## src/rtl/store_buffer.sv

```systemverilog
// Store buffer: formats SB/SH/SW into lane-aligned words, queues them in a small FIFO,
// drains to data memory over req/ack, and flags loads that hit a pending store word.
module store_buffer #(
  parameter int DEPTH     = 4,
  parameter int CPU_WIDTH = 32
) (
  input  logic                       clk,
  input  logic                       rst_n,
  input  logic                       st_valid_i,
  output logic                       st_ready_o,
  input  logic [CPU_WIDTH-1:0]       st_addr_i,
  input  logic [CPU_WIDTH-1:0]       st_data_i,
  input  logic [2:0]                 funct3_i,
  output logic                       exc_o,
  output logic                       mem_wr_req_o,
  input  logic                       mem_wr_ack_i,
  output logic [CPU_WIDTH-1:0]       mem_wr_addr_o,
  output logic [CPU_WIDTH-1:0]       mem_wr_data_o,
  output logic [3:0]                 mem_wr_sel_o,
  input  logic                       ld_chk_i,
  input  logic [CPU_WIDTH-1:0]       ld_addr_i,
  output logic                       ld_hazard_o,
  output logic                       empty_o,
  output logic [$clog2(DEPTH):0]     count_o
);

  localparam int PTR_W = $clog2(DEPTH);
  localparam int CNT_W = PTR_W + 1;
  localparam int WA_W  = CPU_WIDTH - 2;

  logic [WA_W-1:0]      addr_q  [DEPTH];
  logic [CPU_WIDTH-1:0] data_q  [DEPTH];
  logic [3:0]           sel_q   [DEPTH];
  logic [DEPTH-1:0]     valid_q;
  logic [PTR_W-1:0]     head_q;
  logic [PTR_W-1:0]     tail_q;
  logic [CNT_W-1:0]     count_q;
  logic                 exc_q;

  logic                 fmt_ok;
  logic [3:0]           fmt_sel;
  logic [CPU_WIDTH-1:0] fmt_data;
  logic [1:0]           k;
  logic                 accept;
  logic                 push;
  logic                 pop;
  logic                 hit;
  logic                 unused_ld_lsb;

  assign k = st_addr_i[1:0];

  always_comb begin
    fmt_ok   = 1'b0;
    fmt_sel  = 4'b0000;
    fmt_data = '0;
    case (funct3_i)
      3'b000: begin
        fmt_ok   = 1'b1;
        fmt_sel  = 4'b0001 << k;
        fmt_data = {4{st_data_i[7:0]}};
      end
      3'b001: begin
        if (!k[0]) begin
          fmt_ok   = 1'b1;
          fmt_sel  = k[1] ? 4'b1100 : 4'b0011;
          fmt_data = {2{st_data_i[15:0]}};
        end
      end
      3'b010: begin
        if (k == 2'b00) begin
          fmt_ok   = 1'b1;
          fmt_sel  = 4'b1111;
          fmt_data = st_data_i;
        end
      end
      default: ;
    endcase
  end

  // ready looks only at the registered count: no push into a full buffer even while popping
  assign st_ready_o = (count_q < CNT_W'(DEPTH));
  assign accept     = st_valid_i && st_ready_o;
  assign push       = accept && fmt_ok;
  assign pop        = (count_q != '0) && mem_wr_ack_i;

  always_ff @(posedge clk or negedge rst_n) begin
    if (!rst_n) begin
      for (int i = 0; i < DEPTH; i++) begin
        addr_q[i] <= '0;
        data_q[i] <= '0;
        sel_q[i]  <= 4'b0000;
      end
      valid_q <= '0;
      head_q  <= '0;
      tail_q  <= '0;
      count_q <= '0;
      exc_q   <= 1'b0;
    end else begin
      exc_q <= accept && !fmt_ok;
      if (push) begin
        addr_q[tail_q]  <= st_addr_i[CPU_WIDTH-1:2];
        data_q[tail_q]  <= fmt_data;
        sel_q[tail_q]   <= fmt_sel;
        valid_q[tail_q] <= 1'b1;
        tail_q          <= tail_q + 1'b1;
      end
      if (pop) begin
        valid_q[head_q] <= 1'b0;
        head_q          <= head_q + 1'b1;
      end
      case ({push, pop})
        2'b10:   count_q <= count_q + 1'b1;
        2'b01:   count_q <= count_q - 1'b1;
        default: count_q <= count_q;
      endcase
    end
  end

  // the head entry stays in the compare set until its pop edge
  always_comb begin
    hit = 1'b0;
    for (int i = 0; i < DEPTH; i++) begin
      if (valid_q[i] && (addr_q[i] == ld_addr_i[CPU_WIDTH-1:2])) hit = 1'b1;
    end
  end

  assign unused_ld_lsb = ^ld_addr_i[1:0];

  assign ld_hazard_o   = ld_chk_i && hit;
  assign exc_o         = exc_q;
  assign empty_o       = (count_q == '0);
  assign count_o       = count_q;
  assign mem_wr_req_o  = !empty_o;
  assign mem_wr_addr_o = {addr_q[head_q], 2'b00};
  assign mem_wr_data_o = data_q[head_q];
  assign mem_wr_sel_o  = sel_q[head_q];

endmodule

```

## config.mk

```make
export PLATFORM = sky130hd
export DESIGN_NAME = store_buffer
export DESIGN_NICKNAME = d
export VERILOG_FILES = /design/src/rtl/store_buffer.sv
export SDC_FILE = /design/constraint.sdc
export NUM_CORES = 1
export LEC_CHECK = 0
export BUFFER_PORTS_ARGS = -buffer_cell sky130_fd_sc_hd__buf_2
export CORE_MARGIN = 2
export CORE_UTILIZATION = 25
export CTS_CLUSTER_SIZE = 24
export DETAILED_ROUTE_END_ITERATION = 8
export PLACE_DENSITY_LB_ADDON = 0.2
export SYNTH_ARGS = -nofsm -noshare
export SYNTH_HDL_FRONTEND = slang
export SYNTH_SLANG_ARGS = --single-unit
export TNS_END_PERCENT = 100
```

## constraint.sdc

```tcl
create_clock -name clk -period 2.8 [get_ports clk]
set_clock_uncertainty 0.1 [all_clocks]
set_input_delay 0.42 -clock clk [delete_from_list [all_inputs] [get_ports clk]]
set_output_delay 0.42 -clock clk [all_outputs]
set_load 0.005 [all_outputs]
```

# --- Yosys cells after proc, flatten, opt, wreduce, memory -nomap -nowiden ---
# Index checks and enable logic that the tools add are counted.
op_classes:
  n_eq_ne: 8
  magnitude_cmp: 8
  reduce_logical: 19
  n_bitwise: 5
  muxes: 39
  n_shift: 1
  n_addsub: 4
ops:
  columns: ["operator", "count"]
  rows:
  - ["$mux 32", 5]
  - ["$bwmux 128", 1]
  - ["$bwmux 120", 1]
  - ["$eq 30x30->1", 4]
  - ["$pmux 32 s3", 1]
  - ["$mux 30", 3]
  - ["$bmux 32 s2", 1]
  - ["$demux 32 s2", 1]
  - ["$bmux 30 s2", 1]
  - ["$demux 30 s2", 1]
  - ["$mux 4", 8]
  - ["$bwmux 16", 1]
  - ["$logic_and 1x1->1", 12]
  - ["$pmux 4 s3", 1]
  - ["$bmux 4 s2", 1]
  - ["$demux 4 s2", 1]
  - ["$mux 1", 8]
  - ["$ge 3x3->1 const B", 2]
  - ["$logic_not 3->1", 2]
  - ["$lt 2x3->1 const B", 2]
  - ["$not 2->3", 2]
  - ["$pmux 3 s2", 1]
  - ["$add 2x1->2 const B", 2]
  - ["$and 4x4->4", 1]
  - ["18 further kinds", 21]
word_totals:
  ff_bits: 276

# --- Longest topological paths before layout ---
depth:
  word_depth: 8
  ltp_mapped: 11

# --- Worst setup path before layout ---
# OpenSTA, ideal clock, no wires.
synth_path:
  kind: "input -> register"
  startpoint: "in funct3_i[0]"
  endpoint: "reg count_q[2] (netlist: count_o[2])"
  required_time_ps: 2620
  setup_time_ps: 80
  cell_stages: 11
  t_arrival_ps: 2273
  slack_ps: 347
  cell_sequence: "buf_4 -> nor2b_1 -> o21a_4 -> buf_4 -> o21ai_2 -> ha_1 -> inv_1 -> fa_1 -> xor2_1 -> nor2_1 -> xnor2_1"
synth_between:
  elab_chain_cells: 5
synth_rtl:
  columns: ["element", "line", "rtl"]
  rows:
  - ["from (decl)", "13", "input logic [2:0] funct3_i,"]
  - ["$eq 3x2->1 (tied with other cells)", "56", "case (funct3_i)"]
  - ["$pmux 1 s3 *", "56", null]
  - ["$logic_and 1x1->1 *", "83", "assign push = accept && fmt_ok;"]
  - ["$eq 2x1->1 / $eq 2x2->1 (equally long branches)", "111", "case ({push, pop})"]
  - ["$pmux 3 s2 / $reduce_bool 2->1 (equally long branches)", null, null]
  - ["to (signal assigned)", "112", "2'b10: count_q <= count_q + 1'b1;"]
  - ["to (signal assigned)", "113", "2'b01: count_q <= count_q - 1'b1;"]
  - ["to (signal assigned)", "114", "default: count_q <= count_q;"]
  - ["to (decl)", "37", "logic [CNT_W-1:0] count_q;"]
# Mark *: on every way between the ends. The rest lies on a longest branch, timed or not.
# A chain may end at the register's enable or synchronous reset.

# --- Worst setup path in the final report ---
layout_path:
  startpoint: "reg addr_q[98] in the netlist's numbering"
  endpoint: "out ld_hazard_o"
layout_between:
  elab_chain_cells: 7
layout_rtl:
  columns: ["element", "line", "rtl"]
  rows:
  - ["from (decl)", "31", "logic [WA_W-1:0] addr_q [DEPTH];"]
  - ["from (signal, indexed assignment)", "101", "addr_q[tail_q] <= st_addr_i[CPU_WIDTH-1:2];"]
  - ["$eq 30x30->1", "123", "if (valid_q[i] && (addr_q[i] == ld_addr_i[CPU_WIDTH-1:2])) hit = 1'b1;"]
  - ["$logic_and 1x1->1", "123", null]
  - ["$mux 1 (4 in series)", "123", null]
  - ["$logic_and 1x1->1", "129", "assign ld_hazard_o = ld_chk_i && hit;"]
  - ["to (decl)", "22", "output logic ld_hazard_o,"]
# Every way passes these cells.

==> results.txt <==
For this run, the detailed router's first-pass iteration total came to 7. Detailed routing inserted a total of 9067 vias. The total grt overflow is 0.

After detailed routing, the number of vias per cell comes to 4.52. Fraction of final layout cells with drive strength greater than 1: 0.425. The critical path's slowest cell is dfrtp_1. For this run, the slowest stage of the critical path takes 0.40 ns. During placement, the flow inserted port buffers numbering 175. The number of placed I/O pins is 180, and the wire length of the first global-routing pass is 63.4 mm. The clock period minus worst slack is 2.80 ns, and the total setup violations reported at the end of the flow is 1. The share of the yosys chip area belonging to registers is 0.494. The checks that failed: negative setup slack.

The die is 240 µm wide. The run gives 7.81 nW as the leakage power of the design. The tools report the total inserted antenna cells as 0. The critical path goes through xnor2_1, nand4_1, nor4_1, nand4_1, a41oi_2, buf_2. Maximum root-to-sink buffer count: 3. The most frequent cell on the critical path was nand4_1.

The biggest fanout along the worst timing path was 3. The run finished, with violations left. Dividing total power by cell area gives a power density of 991 nW/µm². The total CTS buffers was 38; the final instance area was 17200 µm².

Max-cap violations in this run came to 0. The share of Yosys cell area claimed by the top area cell type was 0.494; the HPWL after detailed placement was 29.3 mm. The area of the core was 55200 µm²; the initial antenna violation count was 1. TritonCTS built the clock tree. Maximum operating frequency: 357 MHz.

The proportion of register bits with asynchronous set or reset after synthesis was 1.00; the row count was 86. The area growth from synthesis to layout is 23.1%. Summing all placed instances gives a cell area of 15800 µm². Setup repair after global routing could not meet its margin everywhere.

The tools report the hold violation total from the final report as 0. The clock root buffer is clkbuf_16. After synthesis the netlist holds a flip-flop and latch count of 276. The die covers 57800 µm². Yosys mapped a number of flops with a built-in enable equal to 0. Overall power consumption after layout is estimated at 17.0 mW. The number of instances in the synthesized netlist was 1058; the final critical-path setup slack was -0.00353 ns. The final cell utilization of the core is 0.312. The average routed wire per standard cell works out to 21.1 µm. For the pin with the worst max-slew slack, the measured transition is 0.695 ns. The run gives 0.149 as the total routing resource utilization after global routing. Count of routing violations after the opening detailed-route iteration: 571. The largest total area in the synthesized netlist belongs to dfrtp_1.

The worst setup path is of the reg -> out kind. Routability-driven placement finished with a final weighted congestion of 0.787. The run gives 14000 µm² as the post-synthesis instance area. For the number of global-route vias before repair, the log shows 9488. The logs give 2.28 ns for the required arrival time at the worst endpoint and 276 for the count of clock tree sinks. The total of warnings raised by yosys is 0, and the clock insertion delay at the later pin of the skew report is 0.56 ns.

The main flop type after synthesis was dfrtp_1. The final net count was 1344. The run gives 0 as the max-slew violation count. Sort of element at the end of the critical path: an output port. The relative slew slack is 0.537, and the post-synthesis average cell area is 13.2 µm².

The tools report the largest net degree at the start of global routing as 63. Measured along the y axis, the die boundary spans 240 µm. The tools report the remaining routing DRC violations as 0. The class of the most critical hold timing path is in -> reg. The arrival time at the worst endpoint was 2.28 ns; the initial core utilization was 0.253. STA classifies the critical path startpoint as a flop. By area the synthesized netlist is led by dfrtp_1 49%, mux4_2 11%, mux2_2 8.1%, mux2_4 5.6%, xnor2_1 5.0%.

The tools report the sum of routed wire length over all layers as 42.3 mm. Synthesis instantiated 44 different standard cells from the library. The count of nets left with antenna violations once routing finished came out at 0.

The H-tree generated during clock tree synthesis spans 2 levels. The total negative slack came out at -0.00353 ns. The final worst-path cycle share is 1.00, and the maximum vdd ir drop is 0.000359 V. The clock-pin transition on the worst setup and hold timing paths works out to 0.05 ns.
## layout make-up
cell class	instances	area (µm²)
Clock buffer	57	1100
Clock inverter	10	125
Fill cell	5582	38000
Inverter	14	52.6
Multi-Input combinational cell	686	6680
Sequential cell	276	6910
Tap cell	748	936
Timing Repair Buffer	214	1390
## metrics by stage
stage / hold WS [ns] / setup WS, ns / cells
final: 0.0476 / -0.00353 / 2005
after global routing: 0.0306 / -0.0709 / 2005
after CTS: 0.0189 / -0.0363 / 2005
after detailed placement: 0.289 / 0.265 / 1935
after global placement: 0.294 / 0.220 / 1935
after floorplan: 0.0244 / 0.347 / 1059
## state kept, by name, indices dropped and copies added, names as in the netlist
name     count
exc_o        1
tail_q       2
head_q       2
count_o      3
sel_q       16
valid_q      4
data_q     128
addr_q     120
## metal layers
metal	part of all wire	GRT usage
met5	0.00031	0
met4	0.020	0.0401
met3	0.047	0.0266
met2	0.47	0.232
met1	0.46	0.211
## Yosys cell counts (8+ instances only)
master and n:
mux2_2 101, xnor2_1 80, nand4_1 24, o21ai_0 115
xor2_1 47, mux2_4 52, dfrtp_1 276, clkbuf_1 32
nand2_1 114, buf_6 9, a222oi_1 8, buf_2 18
a22oi_1 12, inv_1 14, mux4_2 66, nor4_1 16
a22oi_2 8, buf_4 19, ha_1 9
## layout by cell type, fill, tap and decap left out, drive strengths merged, types with 2 or more instances in the layout
master and n:
dfrtp 276, buf 213, mux2 153, o21ai 116
nand2 114, xnor2 80, mux4 66, clkbuf 57
xor2 47, nand4 24, a22oi 20, nor4 17
inv 16, ha 9, a222oi 8, o211ai 5
or2 5, clkinv 5, nor2 4, nor2b 3
conb 2, bufinv 2, nor3b 2
## power breakdown
part | switching (mW) | internal (mW)
Sequential | 1.15 | 5.29
Clock | 1.87 | 2.91
Combinational | 2.58 | 3.25
Total | 5.60 | 11.4
## logic make-up (layout without fill, tap and decap cells)
kind of cell | after synthesis | in the layout | synth area share
AO/OA/AOI/OAI | 153 | 153 | 0.0709
XOR/XNOR | 127 | 127 | 0.0796
adder cells (fa/ha/maj) | 10 | 10 | 0.00949
buffers and inverters | 97 | 295 | 0.0423
flip-flops | 276 | 276 | 0.494
multiplexers | 220 | 220 | 0.244
other | 1 | 2 | 0.000268
AND/OR/NAND/NOR | 174 | 174 | 0.0591
## path summary, 6_finish.rpt
| kind | slack, ns | start | to | depth (start not counted) |
|---|---|---|---|---|
| setup / recovery | -0.004 | addr_q[98]$_DFFE_PN0P_ | ld_hazard_o | 6 |
| hold / removal | 0.05 | st_addr_i[19] | addr_q[17]$_DFFE_PN0P_ | 2 |
| setup reg to reg | 0.78 | count_o[0]$_DFFE_PN0P_ | count_o[2]$_DFFE_PN0P_ | 10 |
| hold reg to reg | 0.38 | data_q[73]$_DFFE_PN0P_ | data_q[73]$_DFFE_PN0P_ | 2 |
| max in group asynchronous | 1.57 | rst_n | data_q[36]$_DFFE_PN0P_ | 3 |
| min in group asynchronous | 0.30 | rst_n | count_o[0]$_DFFE_PN0P_ | 2 |
## repair_timing
action	CTS	global route
setup buffers	2	0
endpoints found under the setup margin	1	1
hold buffers	1	0
pin swaps	11	5
gates resized for setup	19	8
endpoints found under the hold margin	45	0
## worst max-delay path: cells and delay by family, from the launching register on
family	cells	cell delay [ns]
and+or+nand+nor	3	0.57
DFF	1	0.40
xor gates and xnor gates	1	0.37
AOI/OAI and AO/OA	1	0.24
buffers and inverters	1	0.17
Note: power is estimated with default switching activity, not from simulation.
